==> config.mk <==
export PLATFORM = sky130hd
export DESIGN_NAME = leak_collector_256
export DESIGN_NICKNAME = d
export VERILOG_FILES = /design/src/rtl/leak_collector_256_pkg.sv /design/src/rtl/leak_collector_256_shift_reg.sv /design/src/rtl/leak_collector_256.sv
export SDC_FILE = /design/constraint.sdc
export NUM_CORES = 1
export LEC_CHECK = 0
export BUFFER_PORTS_ARGS = -buffer_cell sky130_fd_sc_hd__buf_2
export CAP_MARGIN = 15
export CORE_MARGIN = 4
export CORE_UTILIZATION = 47
export CTS_CLUSTER_SIZE = 16
export DETAILED_ROUTE_END_ITERATION = 8
export GPL_TIMING_DRIVEN = 0
export PLACE_DENSITY = 0.76
export SYNTH_ARGS = -nofsm -noshare
export SYNTH_HDL_FRONTEND = slang
export SYNTH_SLANG_ARGS = --single-unit
export TNS_END_PERCENT = 5
==> constraint.sdc <==
create_clock -name clk -period 1.5 [get_ports clk]
set_input_delay 0.3 -clock clk [delete_from_list [all_inputs] [get_ports clk]]
set_output_delay 0.3 -clock clk [all_outputs]
set_load 0.03 [all_outputs]
==> src/rtl/leak_collector_256_pkg.sv <==
// Shared definitions for the leaked-key collector.
//   state_t  : 2-bit FSM state encoding (IDLE, ARMED, COLLECT, DONE)
//   KEY_W    : width of the reassembled key (256 bits)
//   SYM_W    : width of one leaked symbol (2 bits)
//   NSYM_DEF : default number of symbols per key frame (KEY_W / SYM_W)
package leak_collector_256_pkg;

  localparam int KEY_W    = 256;
  localparam int SYM_W    = 2;
  localparam int NSYM_DEF = KEY_W / SYM_W;

  typedef enum logic [1:0] {
    S_IDLE    = 2'd0,
    S_ARMED   = 2'd1,
    S_COLLECT = 2'd2,
    S_DONE    = 2'd3
  } state_t;

endpackage

==> src/rtl/leak_collector_256_shift_reg.sv <==
// Right-shifting symbol register: each enabled cycle the new symbol enters at
// the top and everything moves down by one symbol, so after a full frame the
// first symbol received sits in the lowest bits.
//   clk : clock, rising edge
//   clr : synchronous clear (wins over en)
//   en  : shift enable
//   sym : incoming symbol
//   key : current register contents
module leak_shift_reg
  import leak_collector_256_pkg::*;
#(
  parameter int KEY_W_P = KEY_W,
  parameter int SYM_W_P = SYM_W
) (
  input  logic               clk,
  input  logic               clr,
  input  logic               en,
  input  logic [SYM_W_P-1:0] sym,
  output logic [KEY_W_P-1:0] key
);

  always_ff @(posedge clk) begin
    if (clr) begin
      key <= '0;
    end else if (en) begin
      key <= {sym, key[KEY_W_P-1:SYM_W_P]};
    end
  end

endmodule

==> src/rtl/leak_collector_256.sv <==
// Collects a 256-bit key leaked two bits at a time and presents it with a
// valid/ack handshake. A gap watchdog aborts frames that stall too long, and
// sticky flags record aborted frames and symbols arriving while a completed
// key is still waiting for acknowledgement.
//   clk         : clock, rising edge
//   rst_all_n   : synchronous active-low reset
//   start       : arm request, honoured only in IDLE
//   sym_valid   : sym carries a symbol this cycle
//   sym         : leaked symbol, first symbol = key bits [1:0]
//   key_ack     : consumer takes key_out (only meaningful in DONE)
//   key_out     : live shift register contents
//   key_valid   : key_out is a complete frame (DONE)
//   busy        : ARMED or COLLECT
//   err_gap     : sticky, a frame was aborted by the watchdog
//   err_overrun : sticky, a symbol arrived in DONE
module leak_collector_256
  import leak_collector_256_pkg::*;
#(
  parameter int NSYM    = NSYM_DEF,
  parameter int GAP_MAX = 16
) (
  input  logic             clk,
  input  logic             rst_all_n,
  input  logic             start,
  input  logic             sym_valid,
  input  logic [SYM_W-1:0] sym,
  input  logic             key_ack,
  output logic [KEY_W-1:0] key_out,
  output logic             key_valid,
  output logic             busy,
  output logic             err_gap,
  output logic             err_overrun
);

  localparam int GAP_W = $clog2(GAP_MAX + 1);

  state_t           state, state_nx;
  logic [7:0]       count;
  logic [GAP_W-1:0] gap;
  logic             shift_en;
  logic             clr_key;
  logic             set_gap;
  logic             set_ovr;

  // Next-state and per-cycle strobes
  always_comb begin
    state_nx = state;
    shift_en = 1'b0;
    clr_key  = 1'b0;
    set_gap  = 1'b0;
    set_ovr  = 1'b0;
    case (state)
      S_IDLE: begin
        if (start) begin
          state_nx = S_ARMED;
          clr_key  = 1'b1;
        end
      end
      S_ARMED: begin
        if (sym_valid) begin
          shift_en = 1'b1;
          state_nx = (NSYM == 1) ? S_DONE : S_COLLECT;
        end
      end
      S_COLLECT: begin
        if (sym_valid) begin
          shift_en = 1'b1;
          // count holds symbols already taken; this one completes the frame
          if (count == 8'(NSYM - 1)) begin
            state_nx = S_DONE;
          end
        end else if (gap == GAP_W'(GAP_MAX - 1)) begin
          // this idle cycle is the GAP_MAX-th in a row
          state_nx = S_IDLE;
          set_gap  = 1'b1;
          clr_key  = 1'b1;
        end
      end
      S_DONE: begin
        if (sym_valid) begin
          set_ovr = 1'b1;
        end
        if (key_ack) begin
          state_nx = S_IDLE;
        end
      end
      default: state_nx = S_IDLE;
    endcase
  end

  // State, counters and sticky flags
  always_ff @(posedge clk) begin
    if (!rst_all_n) begin
      state       <= S_IDLE;
      count       <= '0;
      gap         <= '0;
      err_gap     <= 1'b0;
      err_overrun <= 1'b0;
    end else begin
      state <= state_nx;
      if (clr_key) begin
        count <= '0;
        gap   <= '0;
      end else if (shift_en) begin
        count <= (state == S_ARMED) ? 8'd1 : count + 8'd1;
        gap   <= '0;
      end else if (state == S_COLLECT) begin
        gap <= gap + GAP_W'(1);
      end
      if (set_gap) begin
        err_gap <= 1'b1;
      end
      if (set_ovr) begin
        err_overrun <= 1'b1;
      end
    end
  end

  leak_shift_reg #(
    .KEY_W_P (KEY_W),
    .SYM_W_P (SYM_W)
  ) u_shift (
    .clk (clk),
    .clr (clr_key | ~rst_all_n),
    .en  (shift_en),
    .sym (sym),
    .key (key_out)
  );

  assign key_valid = (state == S_DONE);
  assign busy      = (state == S_ARMED) || (state == S_COLLECT);

endmodule

==> metrics.md <==
| Metric | Value |
|---|---|
| Worst-path clk slew | 60 ps |
| Root buffer cell | clkbuf_16 |
| Die ar. | 23000 sq um |
| Max-slew violation count | 0 |
| Synth unique cells | 36 |
| Min-delay src | sym[0] |
| Worst-path maximum fanout | 2 |
| Seq cells post-synth | 273 |
| TritonCTS Sinks | 273 |
| Status | finished with violations |
| R2R depth | 8 |
| Worst r2r src | gap[1]$_SDFFE_PP0P_ |
| Leakage power | 5.23 nW |
| CTS tree | done |
| Startpoint Class | flop |
| Most used cell, CP | ha_4 |
| Post-Place Setup Slack | -285 ps |
| Initial Util | 0.479 |
| Mapped cell area | 9700 sq um |
| Multi-input logic area | 4200 sq um |
| Main area contributors after synthesis | dfxtp_1 (56%), nand2_1 (20%), a21oi_1 (13%), buf_2 (3.1%), buf_4 (1.1%) |
| Filler cell count | 1678 |
| Post-detail-place hpwl | 17500 um |
| Slowest CP cell | dfxtp_4 |
| CP bufs+invs | 2 |
| Fin util | 0.652 |
| Cell row count | 52 |
| Synthesized Nets | 1218 |
| Core box area | 20200 sq um |
| Share of cells above drive strength 1 | 0.351 |
| RSZ-0062 raised after global routing | true |
| Fmax | 588 MHz |
| Chip height | 152 um |
| Buffer depth of the longest clock path | 3 |
| Vias | 9023 |
| Peak VDD IR | 0.00101 V |
| Hold WS | 25.7 ps |
| Critical R2R Capture | state[0]$_SDFFE_PN0P_ |
| Nature of the critical path endpoint | flop |
| Antenna violations before repair | 0 |
| Min-delay worst type | in -> reg |
| NumNets Final | 1527 |
| First-pass GRT wire length | 39500 um |
| Setup TNS | -32090 ps |
| Seq/Total Area, Yosys | 0.564 |
| Drt total wl | 25900 um |
| Crit share post-route | 1.13 |
| Critical path launch point | gap[1]$_SDFFE_PP0P_ |
| Die width | 152 um |
| Max_slew headroom | 0.705 |
| Register area | 5480 sq um |
| CP arrival | 2110 ps |
| All-Layer GR Usage | 0.206 |
| Skew-Pair Late Insertion Delay | 520 ps |
| Slowest cell delay on critical path | 350 ps |
| I/O Buffers | 265 |
| Antenna Cells | 0 |
| Gr ovfl total | 0 |
| Clock skew | 12.8 ps |
| Maxcap violations | 0 |
| CP Cell Sequence | ha_4 > and3_4 > ha_4 > buf_4 > inv_2 > a21oi_1 > o211a_1 > o221a_2 |
| Setup-failing EPs final | 267 |
| Yosys warning count | 0 |
| Mean area per synthesized cell | 8.05 sq um |
| Hold depth | 3 |
| Power per Cell Area | 1400 nW/um^2 |
| Failing checks | setup timing |
| Required @ worst endpoint | 1910 ps |
| Number of H-tree levels | 1 |
| Gpl congestion | 0.812 |
| Synth top area share | 0.564 |
| Worst setup margin | -200 ps |
| DRT antenna net count | 0 |
| Largest net degree at the start of global routing | 14 |
| Starting DRT DRC Count | 332 |
| Remaining DRCs | 0 |
| Yosys top cell by area | dfxtp_1 |
| Vias/cell | 5.01 |
| Commonest non-fill, non-tap cell in the layout | nand2_1 |
| Vias in the first global route | 7966 |
| Hold worst-path end | u_shift.key[254]$_SDFFE_PP0P_ |
| CP top delay family | compound AO/OA/AOI/OAI gates |
| Critical path type | reg -> reg |
| Synth Instances | 1204 |
| Power Total | 0.0185 W |
| Pre-antenna DRT Iters | 5 |
| Io pins | 267 |
| R2R Setup Slk | -200 ps |
| Fin crit period | 1700 ps |
| Fin. Hold Viols | 0 |
| Worst-margin pin slew | 442 ps |
| Synth-to-layout area growth | 36.2% |
| Num CTS Buffers | 28 |
| Most frequent cells in the layout | nand2_1 (517), buf_2 (283), dfxtp_1 (269) |
| WL/cell | 14.4 um |
logic make-up after synthesis:
family                     Yosys count  share of synthesized area
adders and majority gates            7                    0.00903
buffers and inverters               94                     0.0543
AOI/OAI and AO/OA                  269                      0.142
xor gates and xnor gates             9                    0.00813
DFF                                273                      0.564
and+or+nand+nor                    551                      0.222
muxes                                1                    0.00103
per-stage QoR:
step | cells | area (sq um)
floorplan | 1204 | 9800
global placement | 1739 | 11500
detailed placement | 1739 | 11500
CTS | 1791 | 12500
global route | 1801 | 13200
finish | 1801 | 13200
repair_timing:
action | 4_1_cts | 5_1_grt
pin swaps | 2 | 2
gates cloned | 0 | 1
hold buffers | 1 | 0
hold endpoints to repair | 1 | 0
setup endpoints to repair | 267 | 273
buffers inserted | 3 | 10
gates resized for setup | 46 | 157
synthesized netlist by cell type:
library cell and instances:
a211oi_1 2, a21boi_0 1, a21o_1 1, a21oi_1 259
a22oi_1 1, a32o_1 1, and2_4 1, and3_1 3
buf_1 3, buf_2 61, buf_4 14, buf_6 5
clkbuf_1 2, clkbuf_4 2, dfxtp_1 273, ha_1 7
inv_1 7, mux2i_1 1, nand2_1 517, nand2_2 1
nand2b_1 1, nand3_1 2, nand3_4 1, nand3b_1 2
nand3b_4 1, nand4_1 4, nand4_2 1, nor2_1 14
nor2b_1 1, nor3_1 2, o211a_1 1, o211ai_1 1
o21ai_0 1, o221a_2 1, xnor2_1 4, xor2_1 5
worst register-to-register path: stages, from the launching register on:
cell and delay [ps]:
dfxtp_4 350, ha_4 150, and3_4 180, ha_4 160, buf_4 130, inv_2 50, a21oi_1 60, o211a_1 240
o221a_2 270
report_power, final:
group / switching (W) / total (W) / leakage (nW) / internal, W
Combinational: 0.00289 / 0.00443 / 2.59 / 0.00154
Clock: 0.00272 / 0.00669 / 0.445 / 0.00397
Sequential: 0.0000532 / 0.00736 / 2.20 / 0.00731
cell type report:
type                    instances  share of cell area
clock inverters                 7             0.00455
plain buffers                  86              0.0587
inverters                       7             0.00218
repair buffers                280               0.113
well taps                     270              0.0256
clock buffers                  41              0.0629
multi-input cells             837               0.318
flip-flops and latches        273               0.415
how the worst max path moves through the flow:
stage                                    end  cells past startpoint
6_report               state[0]$_SDFFE_PN0P_                      8
5_1_grt                state[1]$_SDFFE_PN0P_                      8
4_1_cts                                 busy                      3
3_5_place_dp   u_shift.key[105]$_SDFFE_PP0P_                      7
3_3_place_gp   u_shift.key[118]$_SDFFE_PP0P_                      7
2_1_floorplan          state[0]$_SDFFE_PN0P_                      7
flip-flops by register name (all words and copies together), names as in the netlist:
name	flops
state	2
u_shift.key	256
err_overrun	1
err_gap	1
gap	5
count	8
metal layers:
layer  global-route usage  part of all wire  vias up  wire length [um]
met4               0.0629             0.031        0               796
met5                    0                 0        -                 0
met3               0.0407             0.059       46              1540
met2                0.339              0.49      231             12700
met1                0.274              0.42     4242             10900
li1                     -                 -     4504                 -
Power figures use the tool's default switching activity.
